--- src/rtl/wb_write_queue_pkg.sv ---
// Shared types and helpers for the register-bank write-back queue.
package wb_write_queue_pkg;

  localparam int REG_ADDR_W = 3;
  localparam int NUM_REGS   = 8;
  localparam int WB_DATA_W  = 32;

  typedef struct packed {
    logic [REG_ADDR_W-1:0] addr;
    logic [WB_DATA_W-1:0]  data;
  } wb_entry_t;

  function automatic int ptr_w(input int depth);
    return $clog2(depth);
  endfunction

endpackage

--- src/rtl/wb_write_queue_bypass.sv ---
// Youngest-first address match over the pending queue entries.
module wb_bypass_match
  import wb_write_queue_pkg::*;
#(
  parameter int DATA_W = 32,
  parameter int DEPTH  = 4
) (
  input  logic [REG_ADDR_W-1:0] addr_i [DEPTH],
  input  logic [DATA_W-1:0]     data_i [DEPTH],
  input  logic [DEPTH-1:0]      valid_i,
  input  logic [ptr_w(DEPTH)-1:0] tail_i,
  input  logic [REG_ADDR_W-1:0] rd_addr_i,
  output logic                  hit_o,
  output logic [DATA_W-1:0]     data_o
);

  localparam int PW = ptr_w(DEPTH);

  logic [PW-1:0] idx;

  // Scan oldest to youngest so the youngest match is the last to win.
  always_comb begin
    hit_o  = 1'b0;
    data_o = '0;
    idx    = '0;
    for (int k = DEPTH; k >= 1; k--) begin
      idx = tail_i - PW'(k);
      if (valid_i[idx] && addr_i[idx] == rd_addr_i) begin
        hit_o  = 1'b1;
        data_o = data_i[idx];
      end
    end
  end

endmodule

--- src/rtl/wb_write_queue.sv ---
// Write-back queue feeding the register bank write decoder.
// Define WB_DROP_R0_EN to accept but discard writes to register 0.
module wb_write_queue
  import wb_write_queue_pkg::*;
#(
  parameter int DATA_W = 32,
  parameter int DEPTH  = 4
) (
  input  logic                  clock,
  input  logic                  reset,
  input  logic                  in_valid,
  output logic                  in_ready,
  input  logic [REG_ADDR_W-1:0] in_addr,
  input  logic [DATA_W-1:0]     in_data,
  input  logic                  bank_busy,
  output logic [REG_ADDR_W-1:0] wr_addr,
  output logic                  wr_en,
  output logic [DATA_W-1:0]     wr_data,
  input  logic [REG_ADDR_W-1:0] rd_addr,
  output logic                  rd_hit,
  output logic [DATA_W-1:0]     rd_data
);

  localparam int PW = ptr_w(DEPTH);
  localparam int CW = PW + 1;

  logic [PW-1:0]         head_q, head_d;
  logic [PW-1:0]         tail_q, tail_d;
  logic [CW-1:0]         count_q, count_d;
  logic [REG_ADDR_W-1:0] addr_q [DEPTH];
  logic [DATA_W-1:0]     data_q [DEPTH];
  logic [PW-1:0]         off [DEPTH];
  logic [DEPTH-1:0]      valid;
  logic                  push, pop, enq;

  assign in_ready = (count_q != CW'(DEPTH));
  assign wr_en    = (count_q != '0) && !bank_busy;
  assign pop      = wr_en;
  assign push     = in_valid && in_ready;

`ifdef WB_DROP_R0_EN
  assign enq = push && (in_addr != '0);
`else
  assign enq = push;
`endif

  assign wr_addr = addr_q[head_q];
  assign wr_data = data_q[head_q];

  always_comb begin
    head_d  = head_q;
    tail_d  = tail_q;
    count_d = count_q;
    if (pop) head_d = head_q + PW'(1);
    if (enq) tail_d = tail_q + PW'(1);
    unique case ({enq, pop})
      2'b10:   count_d = count_q + CW'(1);
      2'b01:   count_d = count_q - CW'(1);
      default: count_d = count_q;
    endcase
  end

  always_ff @(posedge clock or posedge reset) begin
    if (reset) begin
      head_q  <= '0;
      tail_q  <= '0;
      count_q <= '0;
    end else begin
      head_q  <= head_d;
      tail_q  <= tail_d;
      count_q <= count_d;
    end
  end

  // Entry storage is intentionally not reset; validity comes from count.
  always_ff @(posedge clock) begin
    if (enq) begin
      addr_q[tail_q] <= in_addr;
      data_q[tail_q] <= in_data;
    end
  end

  always_comb begin
    valid = '0;
    for (int i = 0; i < DEPTH; i++) begin
      off[i]   = PW'(i) - head_q;
      valid[i] = ({1'b0, off[i]} < count_q);
    end
  end

  wb_bypass_match #(
    .DATA_W (DATA_W),
    .DEPTH  (DEPTH)
  ) u_bypass (
    .addr_i    (addr_q),
    .data_i    (data_q),
    .valid_i   (valid),
    .tail_i    (tail_q),
    .rd_addr_i (rd_addr),
    .hit_o     (rd_hit),
    .data_o    (rd_data)
  );

endmodule

--- config.mk ---
export PLATFORM = sky130hd
export DESIGN_NAME = wb_write_queue
export DESIGN_NICKNAME = d
export VERILOG_FILES = /design/src/rtl/wb_write_queue_pkg.sv /design/src/rtl/wb_write_queue_bypass.sv /design/src/rtl/wb_write_queue.sv
export SDC_FILE = /design/constraint.sdc
export NUM_CORES = 1
export LEC_CHECK = 0
export CAP_MARGIN = 20
export CELL_PAD_IN_SITES_DETAIL_PLACEMENT = 1
export CELL_PAD_IN_SITES_GLOBAL_PLACEMENT = 1
export CORE_UTILIZATION = 45
export DETAILED_ROUTE_END_ITERATION = 12
export PLACE_DENSITY = 0.86
export SYNTH_ARGS = -nofsm -noshare
export SYNTH_HDL_FRONTEND = slang
export SYNTH_SLANG_ARGS = --single-unit
--- constraint.sdc ---
create_clock -name clock -period 4.9 [get_ports clock]
set_clock_uncertainty 0.15 [all_clocks]
set_input_delay 0.98 -clock clock [delete_from_list [all_inputs] [get_ports clock]]
set_output_delay 0.98 -clock clock [all_outputs]
set_load 0.05 [all_outputs]
==> metrics <==
outcome=finished, final reports clean; number of global-route vias before repair=just under 8000; most common cell in the synthesized netlist=sky130_fd_sc_hd__edfxtp_1; final antenna-violating net count=0; H-tree levels=4; number of antenna violations at the first check in global routing=1; global-route wire length before repair=~46000 microns; area of the core region=around 21000 sq um; worst hold margin=441.4 ps; Placer Congestion=0.8079; Longest Clk Path Bufs=2; post-layout net count=865; Die Span X=between 150 and 200 microns; Filler cells=approximately 2000; ys flop type=sky130_fd_sc_hd__edfxtp_1; detailed router's first-iteration violation count=~610; clock-pin slew on the worst setup and hold paths=around 60 ps; number of distinct library cells after synthesis=37; Startpoint Class=register; Data required, critical path=roughly 3800 ps; overall overflow remaining after global route=0; actual slew at the worst max-slew pin=about 1100 ps; final critical path time including I/O delays and setup=4846 ps; final max-slew violation count=0; DRC violation count after routing=0; Worst Path Max Fanout=33; routed vias=~7400; worst hold path type=reg -> reg; Yosys top cell by area=sky130_fd_sc_hd__edfxtp_1; vias per cell=approximately 6.7; footprint of the flip-flops and latches=between 4000 and 5000 sq um; headroom to the max-slew limit=between 20% and 30%; Seq/Total Area, Yosys=~44%; die extent in y=roughly 150 microns; number of instances in the synthesized netlist=approximately 730; number of buffers created by CTS=17; Post-Synthesis Net Count=between 700 and 800; maximum clock frequency=slightly above 200 MHz; number of synthesized register bits=147; Rows=53; count of buffers from port buffering=111; critical path arrival=between 3000 and 4000 ps; DIE AREA=~23000 sq um; final setup violation count=0; total wirelength of the detailed-routed design=~30000 microns; fraction of synthesized cell area taken by the top area cell type=approximately 42%; Tcrit/Tclk final=between 90% and 100%; Starting Density=a little under half; Multi-input gate area=between 5000 and 6000 sq um; root buffer selected by CTS=sky130_fd_sc_hd__clkbuf_16; most area-consuming cells after synthesis=sky130_fd_sc_hd__edfxtp_1, sky130_fd_sc_hd__mux4_2, sky130_fd_sc_hd__mux2_2; area growth from synthesis to layout=28.05%; Initial DRT Pass Iterations=5; critical path class=reg -> out; fraction of final layout cells with drive strength greater than 1=33.09%; routed wirelength normalized by instance count=about 27 microns; utilization of the core after routing=59.55%; Tot GR Track Use=between 20 and 30%; per-instance average area after synthesis=13.62 sq um; asr flop ratio synth=4.762%; number of max-cap violations=0; number of enable-type register cells in the synthesized netlist=between 100 and 150; Yosys warnings=0; Worst-Skew Late Latency=430 ps; Hold Violations, Final=0; clock sink count=between 100 and 150; maximum number of pins on one net before global-route repair=70; I/O Pins=112; total standard cell area after synthesis=around 9900 sq um; clock tree from TritonCTS=yes; type of destination of the critical path=primary output; detailed placement HPWL=approximately 18000 microns; most numerous cell types in the synthesized netlist=sky130_fd_sc_hd__edfxtp_1, sky130_fd_sc_hd__mux4_2, sky130_fd_sc_hd__o21ai_0
per-stage QoR:
step / TNS, ps / setup slack (ps) / cell area, sq um / instances
global placement: 0 / 400.0 / 11970 / 1060
detailed placement: 0 / 341.1 / 11990 / 1061
CTS: 0 / 0.8784 / 12610 / 1095
global route: -3.872 / -3.872 / 12720 / 1101
finish: 0 / 54.36 / 12720 / 1101
floorplan: -46.41 / -46.41 / 10350 / 729
per-layer routing:
metal | vias to the layer above | track usage (%) | share of wire [%]
met4 | 0 | 10.71 | 2.7
met2 | 329 | 48.34 | 53
li1 | 3118 | - | -
met5 | - | 0 | 0
met1 | 3849 | 32.93 | 38
met3 | 64 | 5.788 | 6.5
sequential cells by signal, indices dropped and copies added (netlist names):
register / count
tail_q: 2
head_q: 2
count_q: 3
addr_q: 12
data_q: 128
area by class of cell:
class	count	area share (%)
flip-flops and latches	147	34.52
diodes	1	0.01968
clock buffers	19	3.405
inverters	42	1.240
repair buffers	136	13.72
clock inverters	12	1.033
multi-input cells	469	43.36
well taps	275	2.706
timing repair:
action | CTS | global route
cloned | 1 | 1
pin swaps | 3 | 1
setup endpoints to repair | 32 | 32
gates resized for setup | 1 | 5
buffers inserted | 2 | 2
hold buffers | 0 | 0
placed cells by master, fill, tap and decap left out, drive strengths merged, types with 33 or more instances in the layout:
cell,netlist,routed
mux4,111,111
clkdlybuf4s50,0,78
buf,31,57
inv,42,45
a21oi,36,36
nor2,35,35
o22ai,34,34
o21ai,67,67
mux2i,33,33
edfxtp,140,140
nand2,36,36
path summary, 6_finish.rpt:
| check | startpoint | endpoint | slack, ps | depth (start not counted) |
|---|---|---|---|---|
| worst max-delay path | tail_q[1] | rd_data[17] | 50 | 10 |
| worst min-delay path | count_q[2] | count_q[2] | 440 | 1 |
| worst max register to register | count_q[1] | count_q[2] | 2270 | 10 |
| worst min register to register | count_q[2] | count_q[2] | 440 | 1 |
| max in group asynchronous | reset | tail_q[0] | 3670 | 2 |
| min in group asynchronous | reset | tail_q[1] | 670 | 2 |
cell families (layout without fill, tap and decap cells):
family	count (synthesis)	count (layout)	synth area share, %
compound gates	177	177	11.77
xor+xnor	19	19	1.751
fa+ha+maj	10	10	1.336
buf+inv	114	209	4.989
flops	147	147	44.10
mux	176	176	32.35
other cells	0	1	0
simple gates	86	87	3.704
worst max-delay path, stage by stage, from the launching register on:
cell and delay (ps):
sky130_fd_sc_hd__dfrtp_4 530, sky130_fd_sc_hd__inv_1 150, sky130_fd_sc_hd__ha_4 370, sky130_fd_sc_hd__mux4_1 630
sky130_fd_sc_hd__xnor2_1 170, sky130_fd_sc_hd__nand3_1 140, sky130_fd_sc_hd__a21o_2 290, sky130_fd_sc_hd__buf_6 240
sky130_fd_sc_hd__o221a_1 310, sky130_fd_sc_hd__o22ai_4 250, sky130_fd_sc_hd__buf_12 170
Power is left out: the tool's default activity adds up to more than one toggle a clock period on the data nets, which glitch-free logic cannot reach.
